==> config.mk <==
export PLATFORM = sky130hd
export DESIGN_NAME = half_fp_norm_round_flat
export DESIGN_NICKNAME = d
export VERILOG_FILES = /design/src/rtl/fpu16_pkg.sv /design/src/rtl/half_fp_norm_round_if.sv /design/src/rtl/half_fp_round_rne.sv /design/src/rtl/half_fp_norm_round.sv /design/src/flat_wrapper.sv
export SDC_FILE = /design/constraint.sdc
export NUM_CORES = 1
export LEC_CHECK = 0
export CAP_MARGIN = 10
export CORE_MARGIN = 2
export CORE_UTILIZATION = 45
export DETAILED_ROUTE_END_ITERATION = 8
export PLACE_DENSITY = 0.71
export SYNTH_ARGS = -nofsm -noshare
export SYNTH_HDL_FRONTEND = slang
export SYNTH_SLANG_ARGS = --single-unit
export TNS_END_PERCENT = 50
==> constraint.sdc <==
create_clock -name clk -period 3.2 [get_ports clk]
set_input_delay 0.64 -clock clk [delete_from_list [all_inputs] [get_ports clk]]
set_output_delay 0.64 -clock clk [all_outputs]
set_load 0.02 [all_outputs]
==> src/rtl/fpu16_pkg.sv <==
`default_nettype none
// +----------------------------------------------------------------------------+
// | Package : fpu16_pkg                                                          |
// | Purpose : Shared types and binary16 constants for the half-precision FPU.    |
// |           norm_state_t enumerates the normalise/round stage controller.     |
// | Rev     : 1.0  initial release                                              |
// +----------------------------------------------------------------------------+
package fpu16_pkg;

  typedef enum logic [1:0] {
    IDLE  = 2'd0,
    NORM  = 2'd1,
    ROUND = 2'd2,
    OUT   = 2'd3
  } norm_state_t;

  localparam int          EXP_BIAS = 15;
  localparam logic [4:0]  EXP_MAX  = 5'h1F;
  localparam logic [15:0] QNAN     = 16'h7E00;
  localparam logic [15:0] PINF     = 16'h7C00;

endpackage
`default_nettype wire

==> src/rtl/half_fp_norm_round_if.sv <==
`default_nettype none
// +----------------------------------------------------------------------------+
// | Interface : half_fp_norm_round_if                                            |
// | Purpose   : Operand (upstream) and result (downstream) valid/ready buses    |
// |             of the normalise/round stage.                                   |
// | Ports     : master - drives operands and out_ready (producer/consumer side) |
// |             slave  - the normalise/round stage itself                       |
// | Rev       : 1.0  initial release                                            |
// +----------------------------------------------------------------------------+
interface half_fp_norm_round_if #(
  parameter int EXP_W  = 7,
  parameter int PROD_W = 22
) ();

  logic                    in_valid;
  logic                    in_ready;
  logic                    in_sign;
  logic signed [EXP_W-1:0] in_exp;
  logic [PROD_W-1:0]       in_mant;
  logic                    in_special;
  logic [15:0]             in_special_val;
  logic                    out_valid;
  logic                    out_ready;
  logic [15:0]             result;
  logic                    flag_overflow;
  logic                    flag_underflow;
  logic                    flag_inexact;

  modport master (
    output in_valid, in_sign, in_exp, in_mant, in_special, in_special_val, out_ready,
    input  in_ready, out_valid, result, flag_overflow, flag_underflow, flag_inexact
  );

  modport slave (
    input  in_valid, in_sign, in_exp, in_mant, in_special, in_special_val, out_ready,
    output in_ready, out_valid, result, flag_overflow, flag_underflow, flag_inexact
  );

endinterface
`default_nettype wire

==> src/rtl/half_fp_round_rne.sv <==
`default_nettype none
// +----------------------------------------------------------------------------+
// | Module  : half_fp_round_rne                                                  |
// | Purpose : Combinational round-to-nearest-even and binary16 packing of a     |
// |           normalised (or denormalised) significand.                          |
// | Ports   : m       - significand, binary point between bits 20 and 19        |
// |           e       - signed biased exponent (>= 1 on entry)                   |
// |           s       - sign                                                     |
// |           sticky  - OR of all bits already shifted out                       |
// |           result  - packed binary16                                          |
// |           flag_*  - overflow / underflow / inexact                           |
// | Rev     : 1.0  initial release                                              |
// +----------------------------------------------------------------------------+
module half_fp_round_rne
  import fpu16_pkg::*;
#(
  parameter int PROD_W = 22,
  parameter int E_W    = 8
) (
  input  wire logic [PROD_W-1:0]     m,
  input  wire logic signed [E_W-1:0] e,
  input  wire logic                  s,
  input  wire logic                  sticky,
  output logic [15:0]                result,
  output logic                       flag_overflow,
  output logic                       flag_underflow,
  output logic                       flag_inexact
);

  logic [10:0]          kept;
  logic                 lsb;
  logic                 guard;
  logic                 st;
  logic                 inc;
  logic [11:0]          sum;
  logic [10:0]          kept_r;
  logic signed [E_W:0]  e_r;
  logic [4:0]           exp_f;

  always_comb begin
    kept  = m[PROD_W-2 -: 11];
    lsb   = m[PROD_W-12];
    guard = m[PROD_W-13];
    st    = sticky | (|m[PROD_W-14:0]);
    inc   = guard & (st | lsb);
    sum   = {1'b0, kept} + {11'd0, inc};

    // Rounding 1.111..1 up carries into bit 11: renormalise by one place.
    if (sum[11]) begin
      kept_r = sum[11:1];
      e_r    = (E_W+1)'(e) + (E_W+1)'(1);
    end else begin
      kept_r = sum[10:0];
      e_r    = (E_W+1)'(e);
    end

    // A subnormal that rounds up to 0x400 picks up exponent field 1 here.
    exp_f          = kept_r[10] ? e_r[4:0] : 5'd0;
    result         = {s, exp_f, kept_r[9:0]};
    flag_overflow  = 1'b0;
    flag_inexact   = guard | st;
    flag_underflow = (exp_f == 5'd0) & (guard | st);

    if (e_r >= (E_W+1)'(int'(EXP_MAX))) begin
      result         = {s, PINF[14:0]};
      flag_overflow  = 1'b1;
      flag_inexact   = 1'b1;
      flag_underflow = 1'b0;
    end
  end

endmodule
`default_nettype wire

==> src/rtl/half_fp_norm_round.sv <==
`default_nettype none
// +----------------------------------------------------------------------------+
// | Module  : half_fp_norm_round                                                 |
// | Purpose : Post-multiply stage of the binary16 multiplier. Normalises the    |
// |           raw 22-bit product one bit per cycle (left or right), denormalises|
// |           into the subnormal range collecting sticky, then rounds RNE and   |
// |           packs. One operation in flight; special results bypass.          |
// | Ports   : clk, rst (async, active high)                                      |
// |           bus (slave) - in_valid/in_ready operand side with sign, exponent, |
// |                         product and special bypass; out_valid/out_ready     |
// |                         result side with packed result and three flags.     |
// | Rev     : 1.0  initial release                                              |
// +----------------------------------------------------------------------------+
module half_fp_norm_round
  import fpu16_pkg::*;
#(
  parameter int EXP_W  = 7,
  parameter int PROD_W = 22
) (
  input  wire logic          clk,
  input  wire logic          rst,
  half_fp_norm_round_if.slave bus
);

  // One bit of headroom: a right shift from the largest input exponent
  // must not wrap before the overflow compare sees it.
  localparam int E_W = EXP_W + 1;

  norm_state_t             state_q, state_d;
  logic [PROD_W-1:0]       m_q, m_d;
  logic signed [E_W-1:0]   e_q, e_d;
  logic                    s_q, s_d;
  logic                    sticky_q, sticky_d;
  logic [15:0]             result_q, result_d;
  logic                    ovf_q, ovf_d;
  logic                    unf_q, unf_d;
  logic                    inx_q, inx_d;

  logic [15:0]             rnd_result;
  logic                    rnd_ovf;
  logic                    rnd_unf;
  logic                    rnd_inx;

  half_fp_round_rne #(
    .PROD_W (PROD_W),
    .E_W    (E_W)
  ) u_round (
    .m              (m_q),
    .e              (e_q),
    .s              (s_q),
    .sticky         (sticky_q),
    .result         (rnd_result),
    .flag_overflow  (rnd_ovf),
    .flag_underflow (rnd_unf),
    .flag_inexact   (rnd_inx)
  );

  always_comb begin
    state_d  = state_q;
    m_d      = m_q;
    e_d      = e_q;
    s_d      = s_q;
    sticky_d = sticky_q;
    result_d = result_q;
    ovf_d    = ovf_q;
    unf_d    = unf_q;
    inx_d    = inx_q;

    case (state_q)
      IDLE: begin
        if (bus.in_valid) begin
          if (bus.in_special) begin
            result_d = bus.in_special_val;
            ovf_d    = 1'b0;
            unf_d    = 1'b0;
            inx_d    = 1'b0;
            state_d  = OUT;
          end else begin
            m_d      = bus.in_mant;
            e_d      = E_W'(bus.in_exp);
            s_d      = bus.in_sign;
            sticky_d = 1'b0;
            state_d  = NORM;
          end
        end
      end

      NORM: begin
        // Right shift for a product >= 2.0, or to climb out of the
        // subnormal exponent range; left shift toward a leading 1 at bit 20
        // but never below exponent 1.
        if (m_q[PROD_W-1] || (e_q < E_W'(1))) begin
          m_d      = m_q >> 1;
          sticky_d = sticky_q | m_q[0];
          e_d      = e_q + E_W'(1);
        end else if (!m_q[PROD_W-2] && (m_q != '0) && (e_q > E_W'(1))) begin
          m_d = m_q << 1;
          e_d = e_q - E_W'(1);
        end else begin
          state_d = ROUND;
        end
      end

      ROUND: begin
        result_d = rnd_result;
        ovf_d    = rnd_ovf;
        unf_d    = rnd_unf;
        inx_d    = rnd_inx;
        state_d  = OUT;
      end

      OUT: begin
        if (bus.out_ready) begin
          state_d = IDLE;
        end
      end

      default: state_d = IDLE;
    endcase
  end

  always_ff @(posedge clk or posedge rst) begin
    if (rst) begin
      state_q  <= IDLE;
      m_q      <= '0;
      e_q      <= '0;
      s_q      <= 1'b0;
      sticky_q <= 1'b0;
      result_q <= 16'h0000;
      ovf_q    <= 1'b0;
      unf_q    <= 1'b0;
      inx_q    <= 1'b0;
    end else begin
      state_q  <= state_d;
      m_q      <= m_d;
      e_q      <= e_d;
      s_q      <= s_d;
      sticky_q <= sticky_d;
      result_q <= result_d;
      ovf_q    <= ovf_d;
      unf_q    <= unf_d;
      inx_q    <= inx_d;
    end
  end

  assign bus.in_ready       = (state_q == IDLE);
  assign bus.out_valid      = (state_q == OUT);
  assign bus.result         = result_q;
  assign bus.flag_overflow  = ovf_q;
  assign bus.flag_underflow = unf_q;
  assign bus.flag_inexact   = inx_q;

endmodule
`default_nettype wire

==> src/flat_wrapper.sv <==
// flat-port wrapper written by rule: the top's interface ports become plain ports
module half_fp_norm_round_flat import fpu16_pkg::*;
#(
  parameter int EXP_W  = 7,
  parameter int PROD_W = 22
)
  (clk, rst, bus_in_valid, bus_in_sign, bus_in_exp, bus_in_mant, bus_in_special, bus_in_special_val, bus_out_ready, bus_in_ready, bus_out_valid, bus_result, bus_flag_overflow, bus_flag_underflow, bus_flag_inexact);
  half_fp_norm_round_if #(.EXP_W(EXP_W), .PROD_W(PROD_W)) bus_i ();
  input  wire logic clk;
  input  wire logic rst;
  input wire logic [$bits(bus_i.in_valid)-1:0] bus_in_valid;
  input wire logic [$bits(bus_i.in_sign)-1:0] bus_in_sign;
  input wire logic [$bits(bus_i.in_exp)-1:0] bus_in_exp;
  input wire logic [$bits(bus_i.in_mant)-1:0] bus_in_mant;
  input wire logic [$bits(bus_i.in_special)-1:0] bus_in_special;
  input wire logic [$bits(bus_i.in_special_val)-1:0] bus_in_special_val;
  input wire logic [$bits(bus_i.out_ready)-1:0] bus_out_ready;
  output wire logic [$bits(bus_i.in_ready)-1:0] bus_in_ready;
  output wire logic [$bits(bus_i.out_valid)-1:0] bus_out_valid;
  output wire logic [$bits(bus_i.result)-1:0] bus_result;
  output wire logic [$bits(bus_i.flag_overflow)-1:0] bus_flag_overflow;
  output wire logic [$bits(bus_i.flag_underflow)-1:0] bus_flag_underflow;
  output wire logic [$bits(bus_i.flag_inexact)-1:0] bus_flag_inexact;
  assign bus_i.in_valid = bus_in_valid;
  assign bus_i.in_sign = bus_in_sign;
  assign bus_i.in_exp = bus_in_exp;
  assign bus_i.in_mant = bus_in_mant;
  assign bus_i.in_special = bus_in_special;
  assign bus_i.in_special_val = bus_in_special_val;
  assign bus_i.out_ready = bus_out_ready;
  assign bus_in_ready = bus_i.in_ready;
  assign bus_out_valid = bus_i.out_valid;
  assign bus_result = bus_i.result;
  assign bus_flag_overflow = bus_i.flag_overflow;
  assign bus_flag_underflow = bus_i.flag_underflow;
  assign bus_flag_inexact = bus_i.flag_inexact;
  half_fp_norm_round #(.EXP_W(EXP_W), .PROD_W(PROD_W)) u_core (.clk(clk), .rst(rst), .bus(bus_i));
endmodule
# Word-level counts from Yosys, hierarchy flattened
# Index checks and enable logic that the tools add are counted.
classes:
  add_sub_neg: 4
  order_cmp: 3
  eq_ne: 11
  muxes: 35
  n_bitwise: 7
  reduce_logical: 15
op_table:
  columns: ["op", "n"]
  rows:
  - ["two-way mux 22 bit", 4]
  - ["case mux 22 bit (2 select lines)", 1]
  - ["two-way mux 16 bit", 2]
  - ["two-way mux 8 bit", 4]
  - ["case mux 16 bit (2 select lines)", 1]
  - ["nonzero test 22 bit", 1]
  - ["case mux 8 bit (2 select lines)", 1]
  - ["two-way mux 15 bit", 1]
  - ["adder 11 x 1 -> 12 bit", 1]
  - ["inequality test 2 bit, second input constant", 6]
  - ["AND reduction 4 bit", 3]
  - ["two-way mux 11 bit", 1]
  - ["two-way mux 2 bit", 5]
  - ["adder 8 x 2 -> 9 bit, second input constant", 1]
  - [">= comparator 9 x 6 -> 1 bit, second input constant", 1]
  - ["two-way mux 9 bit", 1]
  - ["OR reduction 9 bit", 1]
  - ["adder 8 x 2 -> 8 bit, second input constant", 1]
  - ["> comparator 8 x 2 -> 1 bit, second input constant", 1]
  - ["< comparator 8 x 2 -> 1 bit, second input constant", 1]
  - ["two-way mux 1 bit", 8]
  - ["case mux 1 bit (2 select lines)", 4]
  - ["case mux 2 bit (4 select lines)", 1]
  - ["subtractor 8 x 2 -> 8 bit, second input constant", 1]
  - ["15 further kinds", 23]
word_totals:
  ff_bits: 53
  inputBits: 51
  output_inout_bits: 21
  wordCells: 84

# Longest topological paths before layout
logic_depth:
  word_depth: 11
  depth_mapped: 10
  depth_no_buf: 8

# Hierarchy
# Synthesis repeated with hierarchy kept, for this count alone.
hier_totals:
  cells_unflattened: 473
  area_unflattened_um2: 4126.5
modules_own_cells:
  columns: ["mod", "n_inst", "cells_each", "area_per_inst_um2", "seq_area_each_um2"]
  rows:
  - ["half_fp_norm_round", 1, 367, 3320.7, 1326.3]
  - ["half_fp_round_rne", 1, 106, 805.8, 0.0]

# Worst setup path after synthesis
# Ideal clock, no wire load.
synth_path:
  path_type: "register to register"
  startpoint: "register u_core.e_q[0]"
  endpoint: "register u_core.result_q[9] (netlist: u_core.bus.result[9])"
  setup_ps: 123
  t_arrival_ps: 2267
  t_required_ps: 3077
  slack_ps: 810
  stages_incl_launch_ff: 10
  n_path_buf: 2
  synth_period_minus_slack_ps: 2390
  path_cell_list: "dfrtp_1 -> ha_1 -> and4_1 -> clkbuf_1 -> and3_1 -> o2111a_1 -> o22a_1 -> or2_1 -> buf_6 -> o221a_1"
synth_via:
  elab_chain_len: 5
synth_lines:
  columns: ["element", "line_no", "rtl"]
  rows:
  - ["start: declaration", "half_fp_norm_round.sv:31", "logic signed [E_W-1:0] e_q, e_d;"]
  - ["start signal: assignment", "half_fp_norm_round.sv:126", "e_q <= '0;"]
  - ["start signal: assignment", "half_fp_norm_round.sv:136", "e_q <= e_d;"]
  - ["adder 8 x 2 -> 9 bit", "half_fp_round_rne.sv:51", "e_r = (E_W+1)'(e) + (E_W+1)'(1);"]
  - ["two-way mux 9 bit *", "half_fp_round_rne.sv:49", "if (sum[11]) begin"]
  - [">= comparator 9 x 6 -> 1 bit *", "half_fp_round_rne.sv:64", "if (e_r >= (E_W+1)'(int'(EXP_MAX))) begin"]
  - ["two-way mux 15 bit *", "half_fp_round_rne.sv:64", null]
  - ["case mux 16 bit (2 select lines) *", "half_fp_norm_round.sv:69", "case (state_q)"]
  - ["end signal: assignment", "half_fp_norm_round.sv:139", "result_q <= result_d;"]
  - ["end: declaration", "half_fp_norm_round.sv:34", "logic [15:0] result_q, result_d;"]
# Mark *: on every way between the ends. The rest lies on a longest branch, timed or not.
# A chain may end at the register's enable or synchronous reset.

# Worst setup path after layout
layout_path:
  startpoint: "register u_core.e_q[0]"
  endpoint: "register u_core.state_q[1]"
layout_via:
  elab_chain_len: 4
  word_cells_on_any_way: 7
  classes_between: "2 x order compare; 2 x eq/ne; 3 x reduce/logical"
layout_lines:
  columns: ["element", "line_no", "rtl"]
  rows:
  - ["< comparator 8 x 2 -> 1 bit or > comparator 8 x 2 -> 1 bit (tied branches)", "half_fp_norm_round.sv:92, half_fp_norm_round.sv:96", null]
  - ["logical OR 1 bit or logical AND 1 bit (tied branches)", "half_fp_norm_round.sv:92, half_fp_norm_round.sv:96", null]
  - ["inequality test 2 bit (no line)", null, null]
  - ["AND reduction 4 bit (no line) *", null, null]
  - ["end signal: assignment", "half_fp_norm_round.sv:134", "state_q <= state_d;"]
  - ["end: declaration", "half_fp_norm_round.sv:29", "norm_state_t state_q, state_d;"]
# Marked as above.

==> out/metrics.cfg <==
[finish]
layout.nets=579
antenna_cells=0
stdcell_count=622
drive_gt1_frac=0.0558
post-route-cell-area_sq_um=4490
area_growth_pct=22.3

[floorplan]
start_util=0.471
ioPinCount=72
die-area_sq_um=8900
std_cell_rows=32
die_height_microns=94.4
die_w_microns=94.4
coreArea_sq_um=7810

[pwr]
total_power_mw=1.19
p_int_mw=0.955
power.switching_mw=0.238
share_seq_of_total_power=0.561
ir_drop_mv=0.181
p_sw_frac=0.200
p_clk_frac=0.369
powerDensity_nw_per_um2=266
leakagePower_nw=1.83
power.share.combinational=0.070

[place]
hpwl_microns=6880
portBuffers=71
place_inst=615
place_congestion=0.897
dpl_cell_area_sq_um=4390

[sta]
fmax_mhz=386
tightest_slew_ps=563
whs_ps=487
relSlewSlack=0.624
fin_tns_setup_ps=0
slew_viol_final=0
setup-violations-final=0
worst_clock_skew_ps=8.32
rsz0062_at_grt=false
fin_crit_sh=0.809
fin_crit_ps=2590
hold_violations=0

[detailed_routing]
via_per_inst=5.64
vias=3508
drc=0
wire_per_inst_microns=15.0
drt_iter0_drc=207
ant_nets=0
drt_pass1_iterations=4
routed_wirelength_microns=9360

[global_routing]
gr-usage-met3=0.0303
grt.busiest_layer=met2
grt_first_pass_wirelength_microns=15600
grt.met1_usage=0.304
gr-total-overflow=0
antenna_found_initial=0
use_met2=0.353
grt_start_max_net_pins=66
grt_pass1_vias=3276
grtUsageTotal=0.218

[logic_synthesis]
ys_types=57
yosysTopAreaCellShare=0.361
yosys_warnings=0
synthCells=474
synth_area_leaders=dfrtp_1, o21ai_0, nand2_1
synth_area_sq_um=3670
synth_top_cell_by_area=dfrtp_1
ys_seq_area_frac=0.361
synth_nets=533
ys_ff_latch=53
avgSynthCellArea_sq_um=7.75
synth-edff-count=0
postSynth.asyncResetShare=1.00
synth_ff_type=dfrtp_1

[clock_tree]
numCtsBuffers=5
cts.root.buffer_cell=clkbuf_8
post-cts-setup-buffers=0
clock_path_buffers=2
cts_hold_buf=0
cts_tree=built
cts-resized-gates=0
worstSkewPairLatency_ps=300
cts_num_sinks=53
ctsHtreeMaxLevel=2
cts.clk_slew.worst_paths_ps=90

[hold_path]
hold_path.class=reg2reg

[run_status]
status=completed

[critical_path]
cpMaxStageDelayCell=dfrtp_1
cp-end-kind=register
cp.arrival_ps=2810
startpoint_type=register
cp_data_required_time_ps=3430
crit_type=reg2reg
critPathMaxStageDelay_ps=480
critical_path.cell_chain=inv_1 > ha_1 > nor3b_1 > a21boi_1 > buf_4 > nand2_1 > a222oi_1 > mux2i_1
critPathMaxFanout=24

[job]
max_cap_violations=0

## registers in the layout, summed over array words and instances (netlist names)
name and cells:
u_core.bus.flag_underflow 1, u_core.bus.flag_overflow 1, u_core.s_q 1, u_core.bus.flag_inexact 1
u_core.bus.result 16, u_core.state_q 2, u_core.m_q 22, u_core.e_q 8
u_core.sticky_q 1
## cells by family (layout without fill, tap and decap cells)
kind of cell,Yosys count,after routing,share of synthesized area
compound gates,134,134,0.217
xor+xnor,10,10,0.0238
fa+ha+maj,8,8,0.0272
buf+inv,51,97,0.0644
flops,53,53,0.361
mux,11,11,0.0324
simple gates,207,207,0.275
## synth_stat cells, types with 2 or more instances
cell type   n
dfrtp_1    53
a31o_2      2
nor2b_1     4
buf_2       8
nor4_1      6
a211o_1     2
o21ai_0    68
buf_1       3
ha_1        8
buf_6       4
and4_4      3
a21oi_1    22
nand3_1    29
nand3b_1    3
mux2_2      3
o21a_1      3
clkbuf_1   24
a21o_1      2
o211ai_1    6
and3_1      4
or3_1       3
nand2b_1    2
o31ai_1     6
mux2i_1     7
nand2_1    90
nor2_1     26
inv_1      10
nor3b_1    15
nor3_1      8
xor2_1      4
and2_1      3
a31oi_1     8
nand4_1     6
xnor2_1     6
## critical path: cells and delay by family, from the launching register on
| kind | cells | cell delay (ps) |
|---|---|---|
| adder cells (fa/ha/maj) | 1 | 270 |
| AND/OR/NAND/NOR | 2 | 420 |
| flip-flops | 1 | 480 |
| buffers and inverters | 2 | 460 |
| multiplexers | 1 | 250 |
| AO/OA/AOI/OAI | 2 | 640 |
## power by group through the flow
stage / Sequential (mW) / Clock [mW] / Combinational (mW)
final: 0.669 / 0.441 / 0.0837
after global routing: 0.669 / 0.467 / 0.0906
after CTS: 0.669 / 0.446 / 0.0855
after detailed placement: 0.682 / 0 / 0.0850
after global placement: 0.682 / 0 / 0.0845
after floorplan: 0.682 / 0 / 0.0157
## metrics by stage
step            util  worst slack [ps]
2_1_floorplan      -               810
3_3_place_gp   0.562               644
3_5_place_dp   0.562               605
4_1_cts        0.575               602
5_1_grt        0.575               365
6_report       0.575               612
## area by class of cell
cell class | instances | area (sq um)
Inverter | 10 | 37.5
Fill cell | 741 | 3310
Clock inverter | 2 | 35.0
Sequential cell | 53 | 1330
Multi-Input combinational cell | 370 | 2120
Timing Repair Buffer | 80 | 778
Clock buffer | 5 | 68.8
Tap cell | 102 | 128
## cell usage in the layout, fill, tap and decap left out, types with 4 or more instances in the layout
| cell | count |
|---|---|
| xor2_1 | 4 |
| ha_1 | 7 |
| buf_4 | 9 |
| o21ai_0 | 68 |
| nor2b_1 | 4 |
| and3_1 | 4 |
| nand3_1 | 29 |
| nor4_1 | 6 |
| nor3_1 | 8 |
| a21oi_1 | 22 |
| nand4_1 | 6 |
| clkdlybuf4s50_1 | 71 |
| inv_1 | 9 |
| nand2_1 | 90 |
| xnor2_1 | 6 |
| o211ai_1 | 6 |
| clkbuf_8 | 5 |
| dfrtp_1 | 53 |
| mux2i_1 | 7 |
| o31ai_1 | 6 |
| nor3b_1 | 15 |
| nor2_1 | 26 |
| a31oi_1 | 7 |
## path summary, 6_finish.rpt
kind                                                    from                                 to  slack (ps)  cells past startpoint
hold reg to reg            u_core.bus.result[15]$_DFFE_PP0P_  u_core.bus.result[15]$_DFFE_PP0P_         490                      2
min in group asynchronous                                rst  u_core.bus.result[15]$_DFFE_PP0P_         700                      2
hold / removal             u_core.bus.result[15]$_DFFE_PP0P_  u_core.bus.result[15]$_DFFE_PP0P_         490                      2
max in group asynchronous                                rst          u_core.e_q[5]$_DFFE_PP0P_        1880                      3
setup reg to reg                   u_core.e_q[0]$_DFFE_PP0P_      u_core.state_q[1]$_DFFE_PP0P_         610                      8
setup / recovery                   u_core.e_q[0]$_DFFE_PP0P_      u_core.state_q[1]$_DFFE_PP0P_         610                      8
## layer usage
| metal | part of all wire | vias to the layer above |
|---|---|---|
| met5 | 0 | - |
| met4 | 0.013 | 0 |
| met3 | 0.054 | 15 |
| met2 | 0.46 | 106 |
| met1 | 0.47 | 1611 |
| li1 | - | 1776 |
Note: power is estimated with default switching activity, not from simulation.
==> RTL change, RTL diff (same flow settings) <==
`m_q`, `e_q` and `result_q` no longer have a reset.
--- a/src/rtl/half_fp_norm_round.sv
+++ b/src/rtl/half_fp_norm_round.sv
@@ -122,25 +122,25 @@
   always_ff @(posedge clk or posedge rst) begin
     if (rst) begin
       state_q  <= IDLE;
-      m_q      <= '0;
-      e_q      <= '0;
       s_q      <= 1'b0;
       sticky_q <= 1'b0;
-      result_q <= 16'h0000;
       ovf_q    <= 1'b0;
       unf_q    <= 1'b0;
       inx_q    <= 1'b0;
     end else begin
       state_q  <= state_d;
-      m_q      <= m_d;
-      e_q      <= e_d;
       s_q      <= s_d;
       sticky_q <= sticky_d;
-      result_q <= result_d;
       ovf_q    <= ovf_d;
       unf_q    <= unf_d;
       inx_q    <= inx_d;
     end
+  end
+
+  always_ff @(posedge clk) begin
+    m_q      <= m_d;
+    e_q      <= e_d;
+    result_q <= result_d;
   end
 
   assign bus.in_ready       = (state_q == IDLE);
Check against the original RTL: not equivalent (a bounded check fails within 4 cycles, from zero or initial values and one cycle with rst high).
==> RTL change against the original RTL <==
Critical path depth down 3. Routed wire length down 10%. Synthesized area down 4.6%. Sequential cell count unchanged. Global-route usage down 1.8 points. Sequential share of layout area up 6.1 points. Cell area down 2.6%. Worst setup slack worse by 33 ps.
Power is left out: it rests on default switching activity, and per cell area and clock period it moved more than threefold.
==> RTL change: results (changes against the original RTL) <==
\begin{tabular}{lr}
\hline
Metric & Value \\
\hline
\multicolumn{2}{l}{\textbf{Status}} \\
Outcome & finished clean (unchanged) \\
\multicolumn{2}{l}{\textbf{Setup path}} \\
Slowest stage cell, crit path & sky130\_fd\_sc\_hd\_\_or3\_1 (was sky130\_fd\_sc\_hd\_\_dfrtp\_1) \\
FF-to-FF Start & u\_core.m\_q[17] (was u\_core.e\_q[0]) \\
Reg-to-reg critical path endpoint & u\_core.bus.result[7] (was u\_core.state\_q[1]) \\
Maximum single-stage delay on the critical path & 560 ps (was 480 ps) \\
\multicolumn{2}{l}{\textbf{Place}} \\
Weighted congestion reported at the end of routability-driven placement & 0.900 (was 0.897) \\
Placed wire-length estimate after detailed placement & 6.17 mm (was 6.88 mm) \\
\multicolumn{2}{l}{\textbf{Detailed routing}} \\
Number of iterations in the first detailed-routing pass & 5 (was 4) \\
Wire length on met1 & 3.96 mm (was 4.43 mm) \\
Post-DR wirelength/cell & 15.7 um (was 15.0 um) \\
\multicolumn{2}{l}{\textbf{Synthesis}} \\
Share of synthesized flip-flops with an asynchronous set or reset & 13.2\% (was 100\%) \\
Top post-synthesis cells by area & sky130\_fd\_sc\_hd\_\_edfxtp\_1 (39\%), sky130\_fd\_sc\_hd\_\_nand2\_1 (6.1\%), sky130\_fd\_sc\_hd\_\_dfrtp\_1 (5.0\%) (was sky130\_fd\_sc\_hd\_\_dfrtp\_1 (36\%), sky130\_fd\_sc\_hd\_\_o21ai\_0 (9.3\%), sky130\_fd\_sc\_hd\_\_nand2\_1 (9.2\%)) \\
Distinct cell type count of the synthesized netlist & 58 (was 57) \\
Number of enable flip-flop cells after synthesis & 46 (was 0) \\
Synthesized netlist net count & 436 (was 533) \\
\multicolumn{2}{l}{\textbf{Min path}} \\
Hold path cells & 1 (was 2) \\
Launch instance of the worst min-delay path & u\_core.s\_q (was u\_core.bus.result[15]) \\
\multicolumn{2}{l}{\textbf{Cells and area}} \\
Total of fill cells in the finished design & 672 (was 741) \\
Net count, final & 493 (was 579) \\
\multicolumn{2}{l}{\textbf{Global route}} \\
M1 GR Usage & 27.1\% (was 30.4\%) \\
First-pass GRT wire length & 13.8 mm (was 15.6 mm) \\
Pin count of the biggest net entering global routing & 58 (was 66) \\
Via count of the first global-routing pass & 2870 (was 3276) \\
Total routing resource utilization after global routing & 20.0\% (was 21.8\%) \\
\multicolumn{2}{l}{\textbf{STA}} \\
Worst setup skew after layout & 7.74 ps (was 8.32 ps) \\
\hline
\end{tabular}
-- RTL change: cell families after synthesis --
logic type / count (synthesis) / synth area share, %
and+or+nand+nor: 150 / 20.2
AOI/OAI and AO/OA: 91 / 18.5
DFF: 53 / 44.4
buffers and inverters: 45 / 5.61
xor gates and xnor gates: 15 / 3.75
muxes: 15 / 4.71
adders and majority gates: 8 / 2.86
-- RTL change: layout make-up --
type,count,area [um2],share of cell area (%)
tap,102,128,2.92
inverter,13,48.8,1.12
sequential,53,1560,35.6
timing repair buffer,82,793,18.1
clock buffer,6,72.6,1.66
multi-input combinational,279,1770,40.4
clock inverter,2,10.0,0.229
-- RTL change: worst max-delay path, delay by kind of cell (launching register included) --
kind             cells  cell delay (ps)
AO/OA/AOI/OAI        3             1000
AND/OR/NAND/NOR      2              810
flip-flops           1              550
-- RTL change: through the flow --
stage	hold slack, ps	cells
detailed placement	489	529
global route	520	537
floorplan	443	377
finish	510	537
CTS	510	537
global placement	481	529
